===== config.mk =====
export PLATFORM = sky130hd
export DESIGN_NAME = pbit_activation_node
export DESIGN_NICKNAME = d
export VERILOG_FILES = /design/src/rtl/pbit_activation_node.sv
export SDC_FILE = /design/constraint.sdc
export NUM_CORES = 1
export LEC_CHECK = 0
export BUFFER_PORTS_ARGS = -buffer_cell sky130_fd_sc_hd__buf_2
export CORE_MARGIN = 4
export CORE_UTILIZATION = 45
export CTS_BUF_LIST = sky130_fd_sc_hd__clkbuf_8 sky130_fd_sc_hd__clkbuf_16
export CTS_CLUSTER_DIAMETER = 80
export DETAILED_ROUTE_END_ITERATION = 10
export GPL_TIMING_DRIVEN = 0
export SLEW_MARGIN = 20
export SYNTH_ARGS = -nofsm -noshare
export SYNTH_HDL_FRONTEND = slang
export SYNTH_SLANG_ARGS = --single-unit

===== constraint.sdc =====
create_clock -name clk -period 2.5 [get_ports clk]
set_clock_uncertainty 0.05 [all_clocks]
set_input_delay 0.125 -clock clk [delete_from_list [all_inputs] [get_ports clk]]
set_output_delay 0.125 -clock clk [all_outputs]
set_load 0.1 [all_outputs]

===== src/rtl/pbit_activation_node.sv =====
// pbit_activation_node: serially sums signed activation terms into a saturating field and emits a stochastic spin
//
// Ports:
//   clk        clock
//   rst_n      synchronous active-low reset
//   act_in     4-bit signed activation term
//   act_valid  act_in beat valid
//   act_last   final term of the current update (qualified by act_valid)
//   act_ready  node can accept a term (ACCUM state)
//   m_out      spin, 1 = +1, 0 = -1
//   m_valid    m_out holds a fresh update
//   m_ready    consumer accepts m_out
//   field_out  saturated field of the last update
//   clamp_en   (PBIT_CLAMP_EN only) force the next spin to clamp_val
//   clamp_val  (PBIT_CLAMP_EN only) forced spin value
//
// Build option: define PBIT_CLAMP_EN to add the clamp_en/clamp_val ports.
module pbit_activation_node #(
  parameter int          ACC_W     = 8,
  parameter logic [15:0] LFSR_SEED = 16'hACE1
) (
  input  logic             clk,
  input  logic             rst_n,
  input  logic [3:0]       act_in,
  input  logic             act_valid,
  input  logic             act_last,
  output logic             act_ready,
  output logic             m_out,
  output logic             m_valid,
  input  logic             m_ready,
`ifdef PBIT_CLAMP_EN
  input  logic             clamp_en,
  input  logic             clamp_val,
`endif
  output logic [ACC_W-1:0] field_out
);
  typedef enum logic [1:0] {ACCUM, SAMPLE, HOLD} state_t;
  localparam logic signed [ACC_W-1:0] ACC_MAX = {1'b0, {(ACC_W-1){1'b1}}};
  localparam logic signed [ACC_W-1:0] ACC_MIN = {1'b1, {(ACC_W-1){1'b0}}};
  state_t                  r_state, w_next;
  logic signed [ACC_W-1:0] r_acc, r_field, w_acc_sat;
  logic        [ACC_W:0]   w_sum;
  logic        [15:0]      r_lfsr;
  logic                    w_cmp, w_m;
  // One guard bit: the two top bits disagree exactly when the add overflowed.
  assign w_sum     = {r_acc[ACC_W-1], r_acc} + {{(ACC_W-3){act_in[3]}}, act_in};
  assign w_acc_sat = (w_sum[ACC_W] != w_sum[ACC_W-1]) ? (w_sum[ACC_W] ? ACC_MIN : ACC_MAX)
                                                      : w_sum[ACC_W-1:0];
  assign w_cmp     = r_acc >= $signed(r_lfsr[ACC_W-1:0]);
`ifdef PBIT_CLAMP_EN
  assign w_m = clamp_en ? clamp_val : w_cmp;
`else
  assign w_m = w_cmp;
`endif
  always_ff @(posedge clk) begin
    if (!rst_n) r_state <= ACCUM;
    else        r_state <= w_next;
  end
  always_comb begin
    w_next = (r_state == ACCUM && act_valid && act_last) ? SAMPLE :
             (r_state == SAMPLE)                          ? HOLD   :
             (r_state == HOLD && m_valid && m_ready)      ? ACCUM  : r_state;
  end
  always_comb begin
    act_ready = (r_state == ACCUM);
  end
  always_ff @(posedge clk) begin
    if (!rst_n) begin
      r_lfsr  <= LFSR_SEED;
      r_acc   <= '0;
      r_field <= '0;
      m_out   <= 1'b0;
      m_valid <= 1'b0;
    end else begin
      r_lfsr <= {r_lfsr[14:0], r_lfsr[15] ^ r_lfsr[13] ^ r_lfsr[12] ^ r_lfsr[10]};
      if (r_state == ACCUM && act_valid) r_acc <= w_acc_sat;
      if (r_state == SAMPLE) begin
        m_out   <= w_m;
        r_field <= r_acc;
        m_valid <= 1'b1;
        r_acc   <= '0;
      end
      if (r_state == HOLD && m_valid && m_ready) m_valid <= 1'b0;
    end
  end
  assign field_out = r_field;
endmodule

======== Yosys cells after proc, flatten, opt, wreduce, memory -nomap -nowiden ========
Cells that the tools add are included.
storage, ports and cells
  bits in registers ....................... 36
  bits of input ports ..................... 9
cells by class
  add/sub/neg operators ................... 1
  $lt $le $gt $ge ......................... 1
  eq/ne operators ......................... 3
  muxes and demuxes ....................... 5
  bitwise gates (word level) .............. 4
  reduce and logical (&&, ||, !) cells .... 10
operators with widths
  cell                                                             count
  8-bit two-way mux                                                2
  8-bit by 4-bit adder with 9-bit output                           1
  8-bit greater-or-equal comparator                                1
  2-bit OR reduction                                               3
  1-bit logical AND                                                4
  2-bit two-way mux                                                2
  3-bit nonzero test                                               1
  1-bit XOR                                                        3
  2-bit by 1-bit == test with 1-bit output, second input constant  1
  2-bit == test, second input constant                             1
  2-bit zero test                                                  1
  2-bit nonzero test                                               1
  1-bit two-way mux                                                1
  1-bit != test                                                    1
  1-bit inverter                                                   1

======== Longest topological paths before layout ========
Gate-level depths: netlist (run 1).
  depth after elaboration ................. 6
  mapped depth ............................ 9
  mapped depth without buffers ............ 9

======== Worst setup path after synthesis (run 1) ========
OpenSTA, ideal clock, no wires.
  path kind ............................... reg-to-reg
  start point ............................. register r_acc[0]
  end point ............................... register r_acc[4]
  arrival time ............................ 1.960 ns
  slack ................................... 0.368 ns
  stages on the path, launching flop included .. 10
  path through ............................ dfxtp_1 > ha_1 > inv_1 > fa_1 > nor2b_4 > o31a_1 > or3_4 > a21oi_4 > o21ai_2 > a221o_1
between the ends
  longest elaborated chain between the ends .. 3
ends and longest elaborated chain
  item                                                       RTL line  source
  start: declaration                                         41        logic signed [ACC_W-1:0] r_acc, r_field, w_acc_sat;
  start signal: assignment                                   76        if (r_state == ACCUM && act_valid) r_acc <= w_acc_sat;
  8-bit by 4-bit adder with 9-bit output (*)                 46        assign w_sum = {r_acc[ACC_W-1], r_acc} + {{(ACC_W-3){act_in[3]}}, act_in};
  8-bit two-way mux / 1-bit != test (equally long branches)  47        assign w_acc_sat = (w_sum[ACC_W] != w_sum[ACC_W-1]) ? (w_sum[ACC_W] ? ACC_MIN : ACC_MAX)
  8-bit two-way mux (*)                                      47
Mark *: on every way between the ends. The rest lies on a longest branch, timed or not.
A chain may end at the register's enable or synchronous reset.

======== Worst setup path after layout (run 1) ========
Ends and elaborated chain as after synthesis.

==> qor.txt, run 1 <==
Clock Sinks - 36
Synthesized Nets - 227
CP peak stage delay - 360 ps
first drt pass iteration count - 4
post-synthesis sequential area ratio - 0.399
Setup Total Neg Slack - 0 ps
GPL Wtd Cong - 0.764
post-route worst setup slack - 162 ps
Max Cap Viol - 0
syn avg cell area - 8.99 um2
RR Endpoint - r_acc[4]
pwr/cell area - 752 mW/mm2
CP max-delay cell - dfxtp_1
total grt overflow - 0
crit end category - flop
Setup crit end - r_acc[4]
commonest non-fill, non-tap cell in the layout - dfxtp_1
Max Slew Vio Count - 0
GRT Util Overall - 0.153
Gate Count Post-Synth - 201
leakage power - 0.887 nW
largest net degree at the start of global routing - 11
most frequent cells in the layout - dfxtp_1 (36), nand2_1 (28), buf_2 (20)
CP startpoint - r_acc[0]
Yosys reg bits - 36
hold depth - 3
Setup Buffers After CTS - 0
IO Port Bufs - 19
maximum clock frequency - 428 MHz
register area - 721 um2
Filler cells - 351
first-pass GRT wire length - 6.26 mm
CP cell instances - ha_1 -> inv_1 -> fa_1 -> nor2b_4 -> o31a_1 -> or3_4 -> a21oi_4 -> o21ai_2 -> a221o_1
Yosys warning count - 0
CTS root buf - clkbuf_8
multi-input logic area - 0.00102 mm2
TritonCTS clock tree - done
die span in x - 71.4 um
IO Count - 20
unrepaired setup endpoints after global routing - false
measured slew at the worst slew-check pin - 606 ps
CP Class - reg -> reg
status - complete, no violations
Startpoint Class - flop
r2r worst-path depth - 9
die extent in y - 71.4 um
nets@finish - 253
First DRT Iteration DRCs - 93
Die ar. - 0.00509 mm2
half-perimeter wire length after placement - 2.82 mm
cell row count - 22
initial core utilization - 0.479
synthesis-to-finish area growth - 13.6%
Crit Path Max Fanout - 5
routed via count - 1417
CTS H-tree depth - 2
residual DRC count - 0
Slew HR - 0.593
post-synthesis cell type count - 38
Peak VDD IR - 0.000403 V
Crit path required time - 2620 ps
number of global-route vias before repair - 1366
ANT cells - 0
clock latency on the worst-skew pair - 280 ps
initial antenna violation count - 0
hold_buf cts - 0
Clock Path Buffers - 2
final setup vio count - 0
final hold violation count - 0
reg2reg start - r_acc[0]
Hold WC Path Type - in -> reg
Cell Area, Synth - 0.00181 mm2
Via-to-Cell Ratio - 5.13
CORE AREA - 0.00377 mm2
cts repair resizes - 0
Total Wirelength - 3.62 mm
dpl ws - 184 ps
Worst-path clk slew - 70 ps
routed len/inst - 13.1 um
Reg2Reg Setup Slack - 160 ps
layout cells sized above 1 - 0.136
Period Utilization, post-route - 0.935
min cycle time layout - 2340 ps
total CTS buffers - 5
arrival time worst endpoint - 2460 ps
post-route ant nets - 0
[state kept, by name, indices dropped and copies added (netlist names)]
signal     cells
r_state        2
m_valid        1
r_lfsr        16
r_acc          8
field_out      8
m_out          1
[logic make-up after synthesis]
group,synth area share
buf+inv,0.0360
flops,0.399
simple gates,0.189
fa+ha+maj,0.133
xor+xnor,0.0388
mux,0.0111
compound gates,0.193
[how the worst min path moves through the flow]
stage | slack (ps) | to | startpoint
floorplan | 220 | r_acc[7] | rst_n
CTS | 70 | r_acc[7] | rst_n
detailed placement | 340 | r_lfsr[10] | r_lfsr[9]
finish | 80 | r_acc[7] | rst_n
global route | 80 | r_acc[7] | rst_n
global placement | 340 | r_lfsr[10] | r_lfsr[9]
[area by class of cell]
class / instances / area share
Timing Repair Buffer: 19 / 0.0463
Inverter: 11 / 0.0201
Tap cell: 48 / 0.0293
Clock inverter: 2 / 0.00366
Sequential cell: 36 / 0.351
Buffer: 6 / 0.0116
Clock buffer: 6 / 0.0402
Multi-Input combinational cell: 148 / 0.498
[cells in the mapped netlist (all sizes together)]
master  count  share of area
xor2        4          0.019
o221a       1         0.0062
nor2        9          0.019
or3         3          0.013
nor4b       1         0.0048
and2        9          0.031
a22o        1         0.0048
o31a        1         0.0048
maj3        2          0.011
nor4bb      1         0.0055
dfxtp      36           0.40
buf         1         0.0028
a211o       1         0.0048
nand2b      6          0.021
a21o        1         0.0042
o22ai       1         0.0035
inv        11          0.023
a221o       1         0.0055
o31ai       1         0.0042
xnor2       4          0.019
a31oi       4          0.014
nor2b       7          0.028
ha         16           0.11
mux2i       2          0.011
nand2      28          0.058
fa          1          0.011
o21a        5          0.021
o21ai      14          0.041
a21oi      13          0.042
nor3b       2         0.0083
clkbuf      5          0.010
a21boi      9          0.037
[power by group]
group	internal, mW	switching [mW]	leakage (nW)	total, mW
registers	0.622	0.0459	0.297	0.668
clock network	0.216	0.188	0.0538	0.404
logic	0.194	0.276	0.536	0.470
[metal layers]
| layer | wire, um | share of wire | vias to the layer above | global-route usage |
|---|---|---|---|---|
| li1 | - | - | 740 | - |
| met1 | 1880 | 0.52 | 630 | 0.218 |
| met2 | 1460 | 0.40 | 42 | 0.227 |
| met3 | 258 | 0.071 | 5 | 0.0435 |
| met4 | 29 | 0.0080 | 0 | 0.0376 |
| met5 | 0 | 0 | - | 0 |
[critical path, delay by kind of cell, from the launching register on]
family	cells	cell delay, ps
simple gates	2	420
buf+inv	1	60
compound gates	4	870
flops	1	360
fa+ha+maj	2	470
[stage by stage]
stage / power [mW] / std cells / utilization / instance area [um2] / hold slack (ps)
after detailed placement: 1.15 / 268 / 0.520 / 1960 / 344
final: 1.54 / 276 / 0.544 / 2050 / 82.4
after CTS: 1.56 / 276 / 0.544 / 2050 / 67.3
after global routing: 1.64 / 276 / 0.544 / 2050 / 80.9
after global placement: 1.13 / 268 / 0.520 / 1960 / 343
after floorplan: 1.05 / 201 / - / 1810 / 219
(Power assumes the default switching activity.)
==> inputs of run 2 (changes only) <==
Settings changed: PLACE_DENSITY set to 0.68.
==> run 2 against run 1 <==
Non-clock buffer count unchanged. Via count up 0.71%. Critical path depth did not move. Setup slack worse by 9.5 ps. Register-to-register slack about the same. Design area is 3.4% higher. Largest cell class unchanged. Highest routed layer unchanged.
==> qor.txt, run 2 (same netlist as run 1, synthesis figures left out) <==
clock latency on the worst-skew pair - 290 ps
first drt pass iteration count - 4
number of global-route vias before repair - 1339
status - complete, no violations
leakage power - 0.911 nW
Total Wirelength - 3.44 mm
commonest non-fill, non-tap cell in the layout - dfxtp_1
residual DRC count - 0
final hold slack - 73.5 ps
Period Utilization, post-route - 0.939
Biggest register - r_lfsr
Clock Sinks - 36
Crit path required time - 2630 ps
crit end category - flop
cell row count - 22
initial antenna violation count - 0
half-perimeter wire length after placement - 2.63 mm
initial core utilization - 0.479
Max Cap Viol - 0
total grt overflow - 0
final hold violation count - 0
CTS H-tree depth - 2
CORE AREA - 0.00377 mm2
Worst-path clk slew - 70 ps
first-pass GRT wire length - 6.23 mm
CP Class - reg -> reg
die extent in y - 71.4 um
Reg2Reg Setup Slack - 150 ps
GPL Wtd Cong - 0.776
Clock Path Buffers - 2
post-route ant nets - 0
post-route worst setup slack - 152 ps
Setup Total Neg Slack - 0 ps
measured slew at the worst slew-check pin - 549 ps
cell area after layout - 0.00212 mm2
die span in x - 71.4 um
Max Slew Vio Count - 0
Peak VDD IR - 0.000389 V
TritonCTS clock tree - done
ANT cells - 0
most frequent cells in the layout - dfxtp_1 (36), nand2_1 (28), buf_2 (20)
arrival time worst endpoint - 2480 ps
IO Port Bufs - 19
pwr/cell area - 867 mW/mm2
nets@finish - 253
Filler cells - 348
maximum clock frequency - 426 MHz
final setup vio count - 0
Post-DP Area - 0.00196 mm2
Crit Path Max Fanout - 5
Setup Buffers After CTS - 0
routed via count - 1427
Slew HR - 0.631
Overall Power - 1.84 mW
Via-to-Cell Ratio - 5.17
max FFs per register - 16
GRT Util Overall - 0.154
Die ar. - 0.00509 mm2
Startpoint Class - flop
First DRT Iteration DRCs - 70
min cycle time layout - 2350 ps
routed len/inst - 12.4 um
layout cells sized above 1 - 0.145
IO Count - 20
Hold WC Path Type - in -> reg
synthesis-to-finish area growth - 17.4%
unrepaired setup endpoints after global routing - false
hold_buf cts - 0
total CTS buffers - 5
dpl ws - 173 ps
largest net degree at the start of global routing - 13
CTS root buf - clkbuf_8
cts repair resizes - 0
run 2: cell types whose count changed in the layout (fill, tap and decap cells not counted):
cell / change
bufinv_16: +3
inv_1: -2
clkbuf_8: -1
run 2: metal layers:
metal	routed length, um	GRT usage	up-vias
met5	0	0	-
met4	58	0.0564	0
met3	154	0.0393	7
met2	1420	0.211	25
met1	1800	0.229	650
li1	-	-	745
run 2: path summary, 6_finish.rpt:
| kind | to | from | cells past startpoint |
|---|---|---|---|
| worst max register to register | r_acc[4] | r_acc[0] | 9 |
| worst max-delay path | r_acc[4] | r_acc[0] | 9 |
| worst min-delay path | r_acc[7] | rst_n | 3 |
| worst min register to register | r_lfsr[10] | r_lfsr[9] | 1 |
run 2: critical path: stages, from the launching register on:
cell     delay [ps]
dfxtp_1         360
ha_1            210
inv_1            70
fa_1            250
nor2b_4          60
o31a_1          280
or3_4           360
a21oi_4         220
o21ai_2          80
a221o_1         310
run 2: cell type report:
cell class / count / area, um2 / share of cell area
Buffer: 6 / 23.8 / 0.0112
Clock buffer: 5 / 68.8 / 0.0324
Clock inverter: 3 / 90.1 / 0.0425
Inverter: 11 / 41.3 / 0.0195
Multi-Input combinational cell: 148 / 1020 / 0.481
Sequential cell: 36 / 721 / 0.340
Tap cell: 48 / 60.1 / 0.0283
Timing Repair Buffer: 19 / 95.1 / 0.0448
run 2: stage by stage:
stage | utilization | std cells
finish | 0.562 | 276
global route | 0.562 | 276
CTS | 0.562 | 276
detailed placement | 0.520 | 268
global placement | 0.520 | 268
floorplan | - | 201
run 2: power by group:
group / total (mW) / internal, mW / switching, mW
Sequential: 0.668 / 0.622 / 0.0467
Combinational: 0.460 / 0.194 / 0.266
Clock: 0.711 / 0.499 / 0.212
==> inputs of run 3 (changes only) <==
Settings changed: CELL_PAD_IN_SITES_DETAIL_PLACEMENT set to 0, CELL_PAD_IN_SITES_GLOBAL_PLACEMENT set to 1, CORE_UTILIZATION 45 to 44, PLACE_DENSITY 0.68 to 0.82.
==> run 3 against run 2 <==
Worst hold slack improved by 11 ps. Combinational power barely moved. Count of clock-buffer cells in the layout did not move. Die area rose by 2.0%. Critical path type unchanged. Largest cell class unchanged. Highest routed layer unchanged.
==> qor.txt, run 3 (same netlist as run 1, synthesis figures left out) <==
status - complete, no violations
Setup Total Neg Slack - 0 ps
measured slew at the worst slew-check pin - 530 ps
CP Class - reg -> reg
Die ar. - 0.00520 mm2
clock latency on the worst-skew pair - 270 ps
maximum clock frequency - 433 MHz
min cycle time layout - 2310 ps
routed via count - 1378
CTS H-tree depth - 2
Overall Power - 1.62 mW
cell row count - 23
pwr/cell area - 779 mW/mm2
Biggest register - r_lfsr
cts repair resizes - 0
arrival time worst endpoint - 2430 ps
IO Port Bufs - 19
Hold WC Path Type - in -> reg
total grt overflow - 0
final hold violation count - 0
initial core utilization - 0.452
initial antenna violation count - 0
final hold slack - 84.6 ps
Crit Path Max Fanout - 5
Worst-path clk slew - 70 ps
Slew HR - 0.644
most frequent cells in the layout - dfxtp_1 (36), nand2_1 (28), buf_2 (20)
CORE AREA - 0.00400 mm2
half-perimeter wire length after placement - 2.62 mm
Crit path required time - 2620 ps
First DRT Iteration DRCs - 99
Max Cap Viol - 0
Max Slew Vio Count - 0
final setup vio count - 0
Period Utilization, post-route - 0.924
nets@finish - 253
commonest non-fill, non-tap cell in the layout - dfxtp_1
GRT Util Overall - 0.140
layout cells sized above 1 - 0.145
leakage power - 0.887 nW
CP peak stage delay - 360 ps
die span in x - 72.1 um
largest net degree at the start of global routing - 13
r2r worst-path depth - 9
unrepaired setup endpoints after global routing - false
hold depth - 3
CP max-delay cell - or3_4
post-route ant nets - 0
Clock Sinks - 36
Setup Buffers After CTS - 0
CTS root buf - clkbuf_8
routed len/inst - 12.1 um
Via-to-Cell Ratio - 4.96
first drt pass iteration count - 4
GPL Wtd Cong - 0.745
max FFs per register - 16
IO Count - 20
TritonCTS clock tree - done
ANT cells - 0
number of global-route vias before repair - 1240
die extent in y - 72.1 um
CP cell instances - ha_1 -> inv_1 -> fa_1 -> nor2b_4 -> o31a_1 -> or3_4 -> a21oi_4 -> o21ai_2 -> a221o_1
synthesis-to-finish area growth - 14.9%
Total Wirelength - 3.37 mm
Clock Path Buffers - 2
hold_buf cts - 0
total CTS buffers - 5
first-pass GRT wire length - 5.60 mm
crit end category - flop
residual DRC count - 0
Startpoint Class - flop
Peak VDD IR - 0.000369 V
==> run 3: cell count changes in the layout (fill, tap and decap cells not counted), sizes merged <==
| cell | change |
|---|---|
| clkinv | +1 |
| clkinvlp | +1 |
| bufinv | -2 |
==> run 3: area by class of cell <==
class / count / area [um2]
buffer: 6 / 23.8
clock buffer: 5 / 68.8
clock inverter: 3 / 42.5
fill: 390 / 1920
inverter: 11 / 41.3
multi-input combinational: 148 / 1020
sequential: 36 / 721
tap: 50 / 62.6
timing repair buffer: 19 / 95.1
==> run 3: where the power goes <==
group / internal [mW] / switching (mW)
Combinational: 0.194 / 0.263
Sequential: 0.622 / 0.0446
Clock: 0.295 / 0.199
Total: 1.11 / 0.507
==> run 3: path summary, 6_finish.rpt <==
| check | start | to | slack (ps) |
|---|---|---|---|
| min | rst_n | r_acc[7] | 80 |
| max | r_acc[0] | r_acc[4] | 190 |
| min reg2reg | r_lfsr[14] | r_lfsr[15] | 360 |
| max reg2reg | r_acc[0] | r_acc[4] | 190 |
==> run 3: layer usage <==
layer | share of wire | routed length [um] | track usage
met5 | 0 | 0 | 0
met4 | 0.0045 | 15 | 0.0376
met3 | 0.043 | 145 | 0.0416
met2 | 0.42 | 1430 | 0.208
met1 | 0.53 | 1780 | 0.196
==> run 3: through the flow <==
step,setup slack [ps],std cells,area [um2],util
2_1_floorplan,368,201,1810,-
3_3_place_gp,201,270,1960,0.491
3_5_place_dp,192,270,1960,0.491
4_1_cts,168,278,2080,0.519
5_1_grt,77.0,278,2080,0.519
6_report,191,278,2080,0.519
==> run 3: critical path: cells and delay by family (launching register included) <==
family / cells / cell delay (ps)
AO/OA/AOI/OAI: 4 / 850
adder cells (fa/ha/maj): 2 / 460
AND/OR/NAND/NOR: 2 / 420
flip-flops: 1 / 350
buffers and inverters: 1 / 70
